`config.mk`:
```
export PLATFORM = sky130hd
export DESIGN_NAME = branch_history_table
export DESIGN_NICKNAME = d
export VERILOG_FILES = /design/src/rtl/branch_history_table_pkg.sv /design/src/rtl/branch_history_table_sat_counter.sv /design/src/rtl/branch_history_table.sv
export SDC_FILE = /design/constraint.sdc
export NUM_CORES = 1
export LEC_CHECK = 0
export CORE_ASPECT_RATIO = 1.4
export CORE_UTILIZATION = 45
export CTS_BUF_LIST = sky130_fd_sc_hd__clkbuf_4 sky130_fd_sc_hd__clkbuf_8
export CTS_CLUSTER_SIZE = 14
export DETAILED_ROUTE_END_ITERATION = 6
export GPL_ROUTABILITY_DRIVEN = 0
export PLACE_DENSITY_LB_ADDON = 0.3
export REMOVE_ABC_BUFFERS = 1
export SLEW_MARGIN = 10
export SYNTH_ARGS = -nofsm -noshare
export SYNTH_HDL_FRONTEND = slang
export SYNTH_HIERARCHICAL = 1
export SYNTH_SLANG_ARGS = --single-unit
```
`constraint.sdc`:
```
create_clock -name clk_x70 -period 11.3 [get_ports clk_x70]
set_input_delay 1.13 -clock clk_x70 [delete_from_list [all_inputs] [get_ports clk_x70]]
set_output_delay 1.13 -clock clk_x70 [all_outputs]
set_load 0.01 [all_outputs]
```
`src/rtl/branch_history_table_pkg.sv`:
```
// Shared constants for the branch predictor: counter state encodings, default
// reset state and the PC bit where the table index starts.
package branch_history_table_pkg;

  typedef enum logic [1:0] {
    SNT = 2'b00,
    WNT = 2'b01,
    WT  = 2'b10,
    ST  = 2'b11
  } bp_state_e;

  localparam logic [1:0] BP_INIT_STATE = WNT;
  // PCs are word aligned, so the two lowest bits carry no index information
  localparam int unsigned BP_PC_LSB = 2;

  // One FSM step of a 2-bit saturating counter
  function automatic logic [1:0] bp_step(input logic [1:0] state, input logic taken);
    logic [1:0] next_state;
    next_state = state;
    if (taken && state != ST) begin
      next_state = state + 2'd1;
    end else if (!taken && state != SNT) begin
      next_state = state - 2'd1;
    end
    return next_state;
  endfunction

endpackage

```
`src/rtl/branch_history_table_sat_counter.sv`:
```
// CNT_W-bit event counter that sticks at all-ones instead of wrapping.
module bp_sat_counter #(
  parameter int CNT_W = 16
) (
  input  logic             clk,
  input  logic             rst,
  input  logic             i_inc,
  output logic [CNT_W-1:0] o_count
);

  logic [CNT_W-1:0] r_count;

  always_ff @(posedge clk or posedge rst) begin
    if (rst) begin
      r_count <= '0;
    end else if (i_inc && r_count != {CNT_W{1'b1}}) begin
      r_count <= r_count + 1'b1;
    end
  end

  assign o_count = r_count;

endmodule

```
`src/rtl/branch_history_table.sv`:
```
// Bimodal branch predictor (2-bit counters, 1-cycle lookup) with statistics.
// Defining BHT_GSHARE_EN folds a global history register into the index (gshare).
module branch_history_table
  import branch_history_table_pkg::*;
#(
  parameter int         ENTRIES    = 64,
  parameter int         IDX_W      = 6,
  parameter logic [1:0] INIT_STATE = BP_INIT_STATE,
  parameter int         CNT_W      = 16
) (
  input  logic             clk_x70,
  input  logic             rst_x70,
  input  logic             lookup_valid_x70,
  input  logic [31:0]      lookup_pc_x70,
  output logic             predicted_x70,
  output logic             predict_valid_x70,
  input  logic             update_valid_x70,
  input  logic [31:0]      update_pc_x70,
  input  logic             update_taken_x70,
  input  logic             update_mispredict_x70,
  output logic [CNT_W-1:0] lookup_count_x70,
  output logic [CNT_W-1:0] mispredict_count_x70
);

  logic [1:0]       r_table [ENTRIES];
  logic             r_predicted;
  logic             r_predict_valid;
  logic [IDX_W-1:0] w_lookup_idx;
  logic [IDX_W-1:0] w_update_idx;
  logic             w_unused_pc_bits;

`ifdef BHT_GSHARE_EN
  logic [IDX_W-1:0] r_ghr;

  // History is trained only by resolved branches, so it never needs repair
  always_ff @(posedge clk_x70 or posedge rst_x70) begin
    if (rst_x70) begin
      r_ghr <= '0;
    end else if (update_valid_x70) begin
      r_ghr <= {r_ghr[IDX_W-2:0], update_taken_x70};
    end
  end

  assign w_lookup_idx = lookup_pc_x70[IDX_W+BP_PC_LSB-1:BP_PC_LSB] ^ r_ghr;
  assign w_update_idx = update_pc_x70[IDX_W+BP_PC_LSB-1:BP_PC_LSB] ^ r_ghr;
`else
  assign w_lookup_idx = lookup_pc_x70[IDX_W+BP_PC_LSB-1:BP_PC_LSB];
  assign w_update_idx = update_pc_x70[IDX_W+BP_PC_LSB-1:BP_PC_LSB];
`endif

  assign w_unused_pc_bits = ^{lookup_pc_x70[31:IDX_W+BP_PC_LSB], lookup_pc_x70[BP_PC_LSB-1:0],
                              update_pc_x70[31:IDX_W+BP_PC_LSB], update_pc_x70[BP_PC_LSB-1:0]};

  always_ff @(posedge clk_x70 or posedge rst_x70) begin
    if (rst_x70) begin
      for (int i = 0; i < ENTRIES; i++) begin
        r_table[i] <= INIT_STATE;
      end
    end else if (update_valid_x70) begin
      r_table[w_update_idx] <= bp_step(r_table[w_update_idx], update_taken_x70);
    end
  end

  // Reads the table as it stood before this edge's update (read-before-write)
  always_ff @(posedge clk_x70 or posedge rst_x70) begin
    if (rst_x70) begin
      r_predicted     <= 1'b0;
      r_predict_valid <= 1'b0;
    end else begin
      r_predict_valid <= lookup_valid_x70;
      if (lookup_valid_x70) begin
        r_predicted <= r_table[w_lookup_idx][1];
      end
    end
  end

  assign predicted_x70     = r_predicted;
  assign predict_valid_x70 = r_predict_valid;

  bp_sat_counter #(.CNT_W(CNT_W)) u_lookup_cnt (
    .clk     (clk_x70),
    .rst     (rst_x70),
    .i_inc   (lookup_valid_x70),
    .o_count (lookup_count_x70)
  );

  bp_sat_counter #(.CNT_W(CNT_W)) u_mispredict_cnt (
    .clk     (clk_x70),
    .rst     (rst_x70),
    .i_inc   (update_valid_x70 & update_mispredict_x70),
    .o_count (mispredict_count_x70)
  );

endmodule

```
==> qor.yml, run 1 <==
grtUsageMet2_pct: 38.3
busiest_layer: "met2"
tightest_slew_ps: 1150
yosys.area.top_type: "dfrtp_1"
grtUsageTotal_pct: 22.9
synth_edf_count: 0
diodes: 0
setup_tns_ps: 0
outcome: "completed"
grt.met1_usage_pct: 29.2
synth_area_per_cell_um2: 10.0
initial_core_util_pct: 46.4
io_pins: 104
slew_headroom_pct: 23.3
io_buffers: 51
first_global_vias: 6317
finalInstanceArea_mm2: 0.00946
clk_path_buf_depth: 2
cp-start-kind: "input pin"
synth_cell_types: 63
n_fill_cell: 1631
die_area_mm2: 0.0192
h-tree-depth: 4
ys_warn_count: 6
synth_top_family_by_area: "simple AND/OR/NAND/NOR gates"
power_frac_seq_pct: 51.0
final_layout_size_suffix_gt1_share_pct: 18.6
ys_seq_elements: 162
detail_route.first_pass.iterations: 5
rsz0062_at_grt: "no"
syn2layout_area_growth_pct: 13.0
insertion_delay_ps: 470
cts_tree: "done"
drt_iter0_drc: 498
ys_async_sr_fraction_pct: 100
grt_overflow: 0
viasPerCell: 5.71
synthDominantCellAreaShare_pct: 29.3
synth-seq-area-share_pct: 49.4
via_count: 6471
power_density_mw_per_mm2: 164
final_hold_viol_count: 0
required_ps: 11660
cts_made_buffers: 17
netlist_instances: 838
critPathArrivalTime_ps: 5270
core_area_mm2: 0.0181
route.detailed.drc: 0
dp_hpwl_mm: 13.3
swShare_pct: 32.3
cts-hold-fix-buffers: 0
skew_ps: 16.4
ant_nets: 0
path_class: "input pin to register"
yosys.area_share.simple_pct: 19.1
synth_adder_area_share_pct: 0.597
rows: 58
p_sw_w: 0.000502
post_cts_resized: 0
grt_max_degree: 69
dp.cells: 1101
drv_slew: 0
hold_ws_ps: 469
synth_area_mm2: 0.00838
post-cts-setup-buffer-count: 0
ir_worst_vdd_mv: 0.0876
clock_sinks: 162
synthTopCellsByArea: "dfrtp_1, dfstp_2, nand2_1"
root_buffer: "clkbuf_8"
p_int_w: 0.00105
synth_compound_area_share_pct: 12.9
holdCritPathClass: "register to register"
grt_pass1_wl_mm: 33.7
power_w: 0.00155
die_w_um: 117
synth_mux_area_share_pct: 12.4
wl_mm: 20.8
die_h_um: 163
antenna_found_initial: 0
crit_path_end_kind: "register"
period_share_pct: 43.4
place_area_mm2: 0.00907
synth-main-ff-cell: "dfrtp_1"
layoutNonFillerInstCount: 1133
synthXorXnorAreaFrac_pct: 2.63
clk_pin_slew_ps: 80
fmax_mhz: 204
p_comb_share_pct: 22.1
wire_per_inst_um: 18.4
clkPwrFrac_pct: 26.9
max_cap_violations: 0
fin_nets: 954
use_met3_pct: 4.09
setup_viol: 0
cp_max_fo: 64
power.leakage_nw: 3.80
fin_crit_ps: 4910
-- area by class of cell --
class / count / area, um2 / share of cell area [%]
repair buffers: 63 / 591 / 6.24
clock inverters: 13 / 125 / 1.32
multi-input cells: 622 / 4000 / 42.2
clock buffers: 19 / 262 / 2.76
flip-flops and latches: 162 / 4130 / 43.7
inverters: 14 / 55.1 / 0.582
well taps: 240 / 300 / 3.17
-- power by group through the flow --
stage,combinational (W),sequential [W],clock (W)
3_3_place_gp,0.000339,0.000799,0
6_report,0.000343,0.000793,0.000419
4_1_cts,0.000346,0.000793,0.000426
5_1_grt,0.000380,0.000809,0.000449
3_5_place_dp,0.000345,0.000803,0
2_1_floorplan,0.000200,0.000789,0
-- worst max-delay path, stage by stage --
cell      delay, ps
buf_2            70
buf_4           580
nand2b_1        580
o22ai_1         220
o21ai_0         390
nand4_1         230
and4b_2         420
inv_1            60
ha_1            210
mux2i_1         380
xor2_4          170
buf_4           530
o21ai_0         210
-- flip-flops by register name, summed over array words and instances, names as in the netlist --
name                      flops
r_table                     128
predict_valid_x70             1
u_mispredict_cnt/o_count     16
u_lookup_cnt/o_count         16
predicted_x70                 1
-- Yosys cell counts, types with 5 or more instances --
library cell    n
nand3_1        24
nand4_1        12
nand2_1       222
xnor2_1        22
dfrtp_1        98
clkbuf_1        7
buf_4           6
o21ai_0       124
mux2i_1        35
o221ai_1        6
clkbuf_2       11
a21oi_1         6
mux2_2         11
buf_1           7
nor3_1          5
o21a_1          5
buf_2           8
nor2_1         19
mux4_2         25
and4_1          6
and3_1         13
nand2b_1        8
o22ai_1         5
nor2b_1         5
o21ai_1        10
dfstp_2        64
inv_1          14
-- cell usage in the layout, fill, tap and decap left out, types with 4 or more instances in the layout --
master	netlist	final
a21oi_1	6	6
a22oi_1	4	4
and2_1	4	4
and3_1	13	13
and4_1	6	6
buf_4	6	12
clkbuf_8	0	19
clkdlybuf4s50_1	0	49
clkinv_4	0	4
dfrtp_1	98	98
dfstp_2	64	64
ha_1	4	4
inv_1	14	13
mux2_2	11	11
mux2i_1	35	35
mux4_2	25	25
nand2_1	222	222
nand2b_1	8	8
nand3_1	24	24
nand4_1	12	12
nor2_1	19	19
nor2b_1	5	5
o21a_1	5	5
o21ai_0	124	124
o21ai_1	10	10
o221ai_1	6	6
o22ai_1	5	5
xnor2_1	22	22
-- per-stage QoR --
stage	utilization [%]	setup slack [ps]
3_3_place_gp	50.2	6040
3_5_place_dp	50.2	5970
5_1_grt	52.4	6180
6_report	52.4	6390
2_1_floorplan	-	6810
4_1_cts	52.3	6470
-- routing by layer --
layer | part of all wire, % | wire length (um)
met5 | 0 | 0
met4 | 3.3 | 680
met2 | 50 | 10400
met1 | 42 | 8780
met3 | 4.6 | 954
-- cell families (layout without fill, tap and decap cells) --
logic type / count (synthesis) / after routing
flops: 162 / 162
xor+xnor: 23 / 23
buf+inv: 54 / 109
fa+ha+maj: 4 / 4
simple gates: 339 / 339
mux: 71 / 71
compound gates: 185 / 185
-- final timing paths --
check	startpoint	endpoint	slack, ps	depth (start not counted)
worst min-delay path	r_table[120]	r_table[120]	470	2
max in group asynchronous	rst_x70	r_table[1]	8720	3
worst max register to register	r_table[48]	r_table[62]	7820	11
worst max-delay path	update_pc_x70[2]	r_table[62]	6390	13
worst min register to register	r_table[120]	r_table[120]	470	2
min in group asynchronous	rst_x70	u_lookup_cnt/o_count[15]	1150	2
Note: power is estimated with default switching activity, not from simulation.
==> inputs of run 2 (changes only) <==
==> constraint.sdc (replaced) <==
create_clock -name clk_x70 -period 4.44 [get_ports clk_x70]
set_input_delay 0.444 -clock clk_x70 [delete_from_list [all_inputs] [get_ports clk_x70]]
set_output_delay 0.444 -clock clk_x70 [all_outputs]
set_load 0.01 [all_outputs]
==> run 2 against run 1 <==
Net effect:
- core utilization increased by 0.82 points
- clock-buffer cell count up 5
- largest power group unchanged
- clock skew up 1.1 ps
- highest routed layer is now met5
- clock power rose to 2.6 times the previous value
- critical path depth is 1 lower
- flip-flop and latch count unchanged
- combinational power rose to 2.6 times the previous value
==> qor.yml, run 2 (synthesis gave the netlist of run 1 again) <==
mostFrequentLayoutCells: "nand2_1, o21ai_0, dfrtp_1"
ir_worst_vdd_mv: 0.185  # +110%
reg2reg_slack_ps: 1110  # -6710 ps
cp-start-kind: "input pin"
dp_hpwl_mm: 14.7  # +10%
fin_nets: 970  # +1.7%
post-cts-setup-buffer-count: 0  # unchanged
route.detailed.drc: 0  # unchanged
cts_tree: "done"
fmax_mhz: 267
tightest_slew_ps: 1200  # +53.2 ps
place_area_mm2: 0.00921  # +1.5%
clkPwrFrac_pct: 27.3  # +0.4 points
largest_reg_flops: 128  # unchanged
insertion_delay_ps: 470  # about the same
final_layout_size_suffix_gt1_share_pct: 19.8  # +1.2 points
swShare_pct: 31.2  # -1.1 points
viasPerCell: 5.76  # +0.83%
clock_sinks: 162  # unchanged
core_area_mm2: 0.0181  # unchanged
grt_max_degree: 72  # +4.3%
io_pins: 104  # unchanged
diodes: 0  # unchanged
root_buffer: "clkbuf_8"
rsz0062_at_grt: "no"
n_fill_cell: 1621  # -0.61%
post_cts_resized: 0  # unchanged
drt_iter0_drc: 609  # +22%
cp_cell_sequence: "clkdlybuf4s50_1, buf_4, nand2_1, o32ai_1, o21ai_0, nand4_1, and4b_2, ha_1, o311a_1, a31o_2, buf_4, o21ai_0"
cts_made_buffers: 17  # unchanged
critPathArrivalTime_ps: 4120  # -1150 ps
io_buffers: 51  # unchanged
p_int_w: 0.00277  # +160%
regMostFlops: "r_table"
die_h_um: 163  # unchanged
rows: 58  # unchanged
initial_core_util_pct: 46.4  # unchanged
outcome: "completed"
worst_r2r_path_depth: 10  # -1
wire_per_inst_um: 18.8  # +2.4%
path_class: "input pin to register"
syn2layout_area_growth_pct: 14.7
grtUsageTotal_pct: 24.1  # +1.2 points
p_comb_share_pct: 22.5  # +0.4 points
h-tree-depth: 4  # unchanged
power_frac_seq_pct: 50.2  # -0.8 points
grt_overflow: 0  # unchanged
layout_commonest_cell: "nand2_1"
ant_nets: 0  # unchanged
antenna_found_initial: 1  # +1
crit_path_end_kind: "register"
max_cap_violations: 0  # unchanged
skew_ps: 17.4  # +1.07 ps
grt_pass1_wl_mm: 35.2  # +4.5%
p_sw_w: 0.00126  # +150%
drv_slew: 0  # unchanged
final_hold_viol_count: 0  # unchanged
max_stage_delay_ps: 560  # -20 ps
critPathBufInv: 3  # -1
cp_max_fo: 37  # -42%
power_density_mw_per_mm2: 419  # +160%
setup_viol: 0  # unchanged
detail_route.first_pass.iterations: 6  # +1
finalInstanceArea_mm2: 0.00961  # +1.6%
slew_headroom_pct: 19.7  # -3.6 points
required_ps: 4820  # -6840 ps
cpLargestDelayFamily: "compound AO/OA/AOI/OAI gates"
via_count: 6617  # +2.3%
holdCritPathClass: "input pin to async pin"
power_w: 0.00403  # +160%
crit_cells: 12  # -1
power.leakage_nw: 3.88  # +2.2%
fin_crit_ps: 3740
first_global_vias: 6591  # +4.3%
die_w_um: 117  # unchanged
period_share_pct: 84.2
clk_pin_slew_ps: 90  # about the same
die_area_mm2: 0.0192  # unchanged
setup_tns_ps: 0  # unchanged
cts-hold-fix-buffers: 0  # unchanged
critPathSlowestCell: "clkdlybuf4s50_1"
wl_mm: 21.6  # +3.8%
clk_path_buf_depth: 2  # unchanged
## run 2: layer usage
metal	share of wire [%]	up-vias	global-route usage (%)
met5	0.056	-	0
met4	4.6	2	13.6
met3	5.2	68	4.82
met2	49	228	39.4
met1	41	3215	30.0
li1	-	3104	-
## run 2: per-stage QoR
stage	worst slack, ps	hold WS, ps	cells	util [%]
2_1_floorplan	633	358	798	-
3_3_place_gp	348	452	1117	51.0
3_5_place_dp	301	457	1117	51.0
4_1_cts	798	468	1149	53.2
5_1_grt	534	478	1149	53.2
6_report	699	461	1149	53.2
## run 2: worst paths after layout
path,from,end
max,update_pc_x70[4],r_table[67]
min,rst_x70,u_lookup_cnt/o_count[14]
max reg2reg,r_table[48],r_table[67]
min reg2reg,r_table[58],r_table[58]
max in group asynchronous,rst_x70,r_table[104]
min in group clk_x70,r_table[58],r_table[58]
## run 2: layout make-up
cell class / count / area, um2 / share of cell area (%)
timing repair buffer: 79 / 736 / 7.65
clock buffer: 24 / 293 / 3.05
multi-input combinational: 622 / 3990 / 41.5
inverter: 14 / 55.1 / 0.573
tap: 240 / 300 / 3.12
clock inverter: 8 / 108 / 1.12
sequential: 162 / 4130 / 43.0
## run 2: power by group through the flow
| stage | combinational [W] | sequential (W) | clock [W] |
|---|---|---|---|
| after CTS | 0.000916 | 0.00202 | 0.00113 |
| after global routing | 0.00101 | 0.00206 | 0.00118 |
| after floorplan | 0.000509 | 0.00201 | 0 |
| after global placement | 0.000890 | 0.00204 | 0 |
| after detailed placement | 0.000913 | 0.00205 | 0 |
| final | 0.000907 | 0.00202 | 0.00110 |
==> inputs of run 3 (changes only) <==
==> constraint.sdc (replaced) <==
create_clock -name clk_x70 -period 3.7 [get_ports clk_x70]
set_input_delay 0.37 -clock clk_x70 [delete_from_list [all_inputs] [get_ports clk_x70]]
set_output_delay 0.37 -clock clk_x70 [all_outputs]
set_load 0.01 [all_outputs]
==> run 3 against run 2 <==
Net effect:
- the run now ends with design-rule violations left
- worst hold slack got worse by 78 ps
- register-to-register slack got worse by 560 ps
- global-route usage fell by 0.46 points
- non-clock buffer count rose by 27
- core utilization rose by 1.9 points
- critical endpoint is now r_table[79]
==> qor.yml, run 3 (synthesis gave the netlist of run 1 again) <==
outcome: "finished, violations left"
violations: "design-rule violations"
cp_cell_sequence: "clkdlybuf4s50_1, buf_4, buf_4, nor2_1, buf_4, and3_1, o31ai_1, and3_1, and3_1, ha_1, o311a_1, a31o_2, buf_12, o21ai_0"
critPathArrivalTime_ps: 3770  # -350 ps
grtUsageTotal_pct: 23.7  # -0.46 points
cp-start-kind: "input pin"
diodes: 0  # unchanged
setup_viol: 0  # unchanged
dp_hpwl_mm: 15.4  # +4.9%
wl_mm: 21.4  # -1.1%
clk_pin_slew_ps: 80  # about the same
largest_reg_flops: 128  # unchanged
detail_route.first_pass.iterations: 7  # +1
drt_iter0_drc: 536  # -12%
cp_max_fo: 24  # -35%
die_h_um: 163  # unchanged
worst_r2r_path_depth: 11  # +1
period_share_pct: 91.7
post_cts_resized: 0  # unchanged
rsz0062_at_grt: "no"
cts-hold-fix-buffers: 0  # unchanged
skew_ps: 11.8  # -5.67 ps
h-tree-depth: 4  # unchanged
route.detailed.drc: 5  # +5
fmax_mhz: 295
cpLargestDelayFamily: "compound AO/OA/AOI/OAI gates"
die_area_mm2: 0.0192  # unchanged
critPathSlowestCell: "clkdlybuf4s50_1"
mostFrequentLayoutCells: "nand2_1, o21ai_0, dfrtp_1"
tightest_slew_ps: 896  # -304 ps
via_count: 6629  # +0.18%
root_buffer: "clkbuf_8"
clock_sinks: 162  # unchanged
grt_max_degree: 70  # -2.8%
grt_overflow: 0  # unchanged
die_w_um: 117  # unchanged
viasPerCell: 5.64  # -2.1%
final_core_util_pct: 55.1  # +1.9 points
layout_commonest_cell: "nand2_1"
cts_made_buffers: 17  # unchanged
layout_setup_ws_ps: 306  # -394 ps
hold_ws_ps: 383  # -78.4 ps
crit_cells: 14  # +2
critPathBufInv: 5  # +2
holdCritPathClass: "input pin to async pin"
wire_per_inst_um: 18.2  # -3.3%
ant_nets: 0  # unchanged
ir_worst_vdd_mv: 0.297  # +61%
core_area_mm2: 0.0181  # unchanged
setup_tns_ps: 0  # unchanged
drv_slew: 0  # unchanged
grt_pass1_wl_mm: 34.8  # -1.3%
max_cap_violations: 0  # unchanged
insertion_delay_ps: 470  # about the same
cts_tree: "done"
rows: 58  # unchanged
power_density_mw_per_mm2: 508  # +21%
fin_nets: 997  # +2.8%
crit_path_end_kind: "register"
clk_path_buf_depth: 2  # unchanged
initial_core_util_pct: 46.4  # unchanged
required_ps: 4070  # -750 ps
final_layout_size_suffix_gt1_share_pct: 22.1  # +2.3 points
first_global_vias: 6526  # -0.99%
io_pins: 104  # unchanged
io_buffers: 51  # unchanged
slew_headroom_pct: 40.3  # +21 points
max_stage_delay_ps: 450  # -110 ps
syn2layout_area_growth_pct: 18.9
dp_slack_ps: -134  # -435 ps
fin_crit_ps: 3390
antenna_found_initial: 0  # -1
final_hold_viol_count: 0  # unchanged
regMostFlops: "r_table"
post-cts-setup-buffer-count: 0  # unchanged
path_class: "input pin to register"
power.leakage_nw: 4.09  # +5.2%
## run 3: cell count changes in the layout (fill, tap and decap cells not counted), sizes merged
cell	previous run	this run
buf	30	57
bufinv	2	4
inv	15	14
clkinvlp	4	2
clkinv	1	2
## run 3: cell type report
type,count,area (um2)
inverters,14,55.1
clock inverters,8,149
fillers,1592,8110
repair buffers,106,1030
flip-flops and latches,162,4130
well taps,240,300
multi-input cells,622,3990
clock buffers,24,312
## run 3: per-stage QoR
stage	area, um2	power, W	cells
after detailed placement	9500	0.00362	1144
after CTS	9960	0.00510	1176
after global placement	9500	0.00358	1144
after global routing	9960	0.00534	1176
final	9960	0.00506	1176
after floorplan	8170	0.00302	798
## run 3: path summary, 6_finish.rpt
kind,from,endpoint,slack (ps)
worst max-delay path,update_pc_x70[4],r_table[79],310
worst min-delay path,rst_x70,u_lookup_cnt/o_count[14],380
worst max register to register,r_table[111],r_table[79],550
worst min register to register,r_table[124],r_table[124],470
max in group asynchronous,rst_x70,r_table[22],2310
min in group clk_x70,r_table[124],r_table[124],470
## run 3: power by group
group          switching (W)  total, W  internal (W)  leakage, nW
registers           0.000254   0.00242       0.00217         2.00
clock network       0.000644   0.00147      0.000830        0.230
logic               0.000609   0.00116      0.000553         1.86
total                0.00151   0.00506       0.00355         4.09
## run 3: metal layers
layer	part of all wire [%]	global-route usage, %	vias up
met3	4.1	4.19	39
met1	43	29.1	3244
li1	-	-	3152
met5	0	0	-
met2	50	40.7	194
met4	2.9	10.7	0
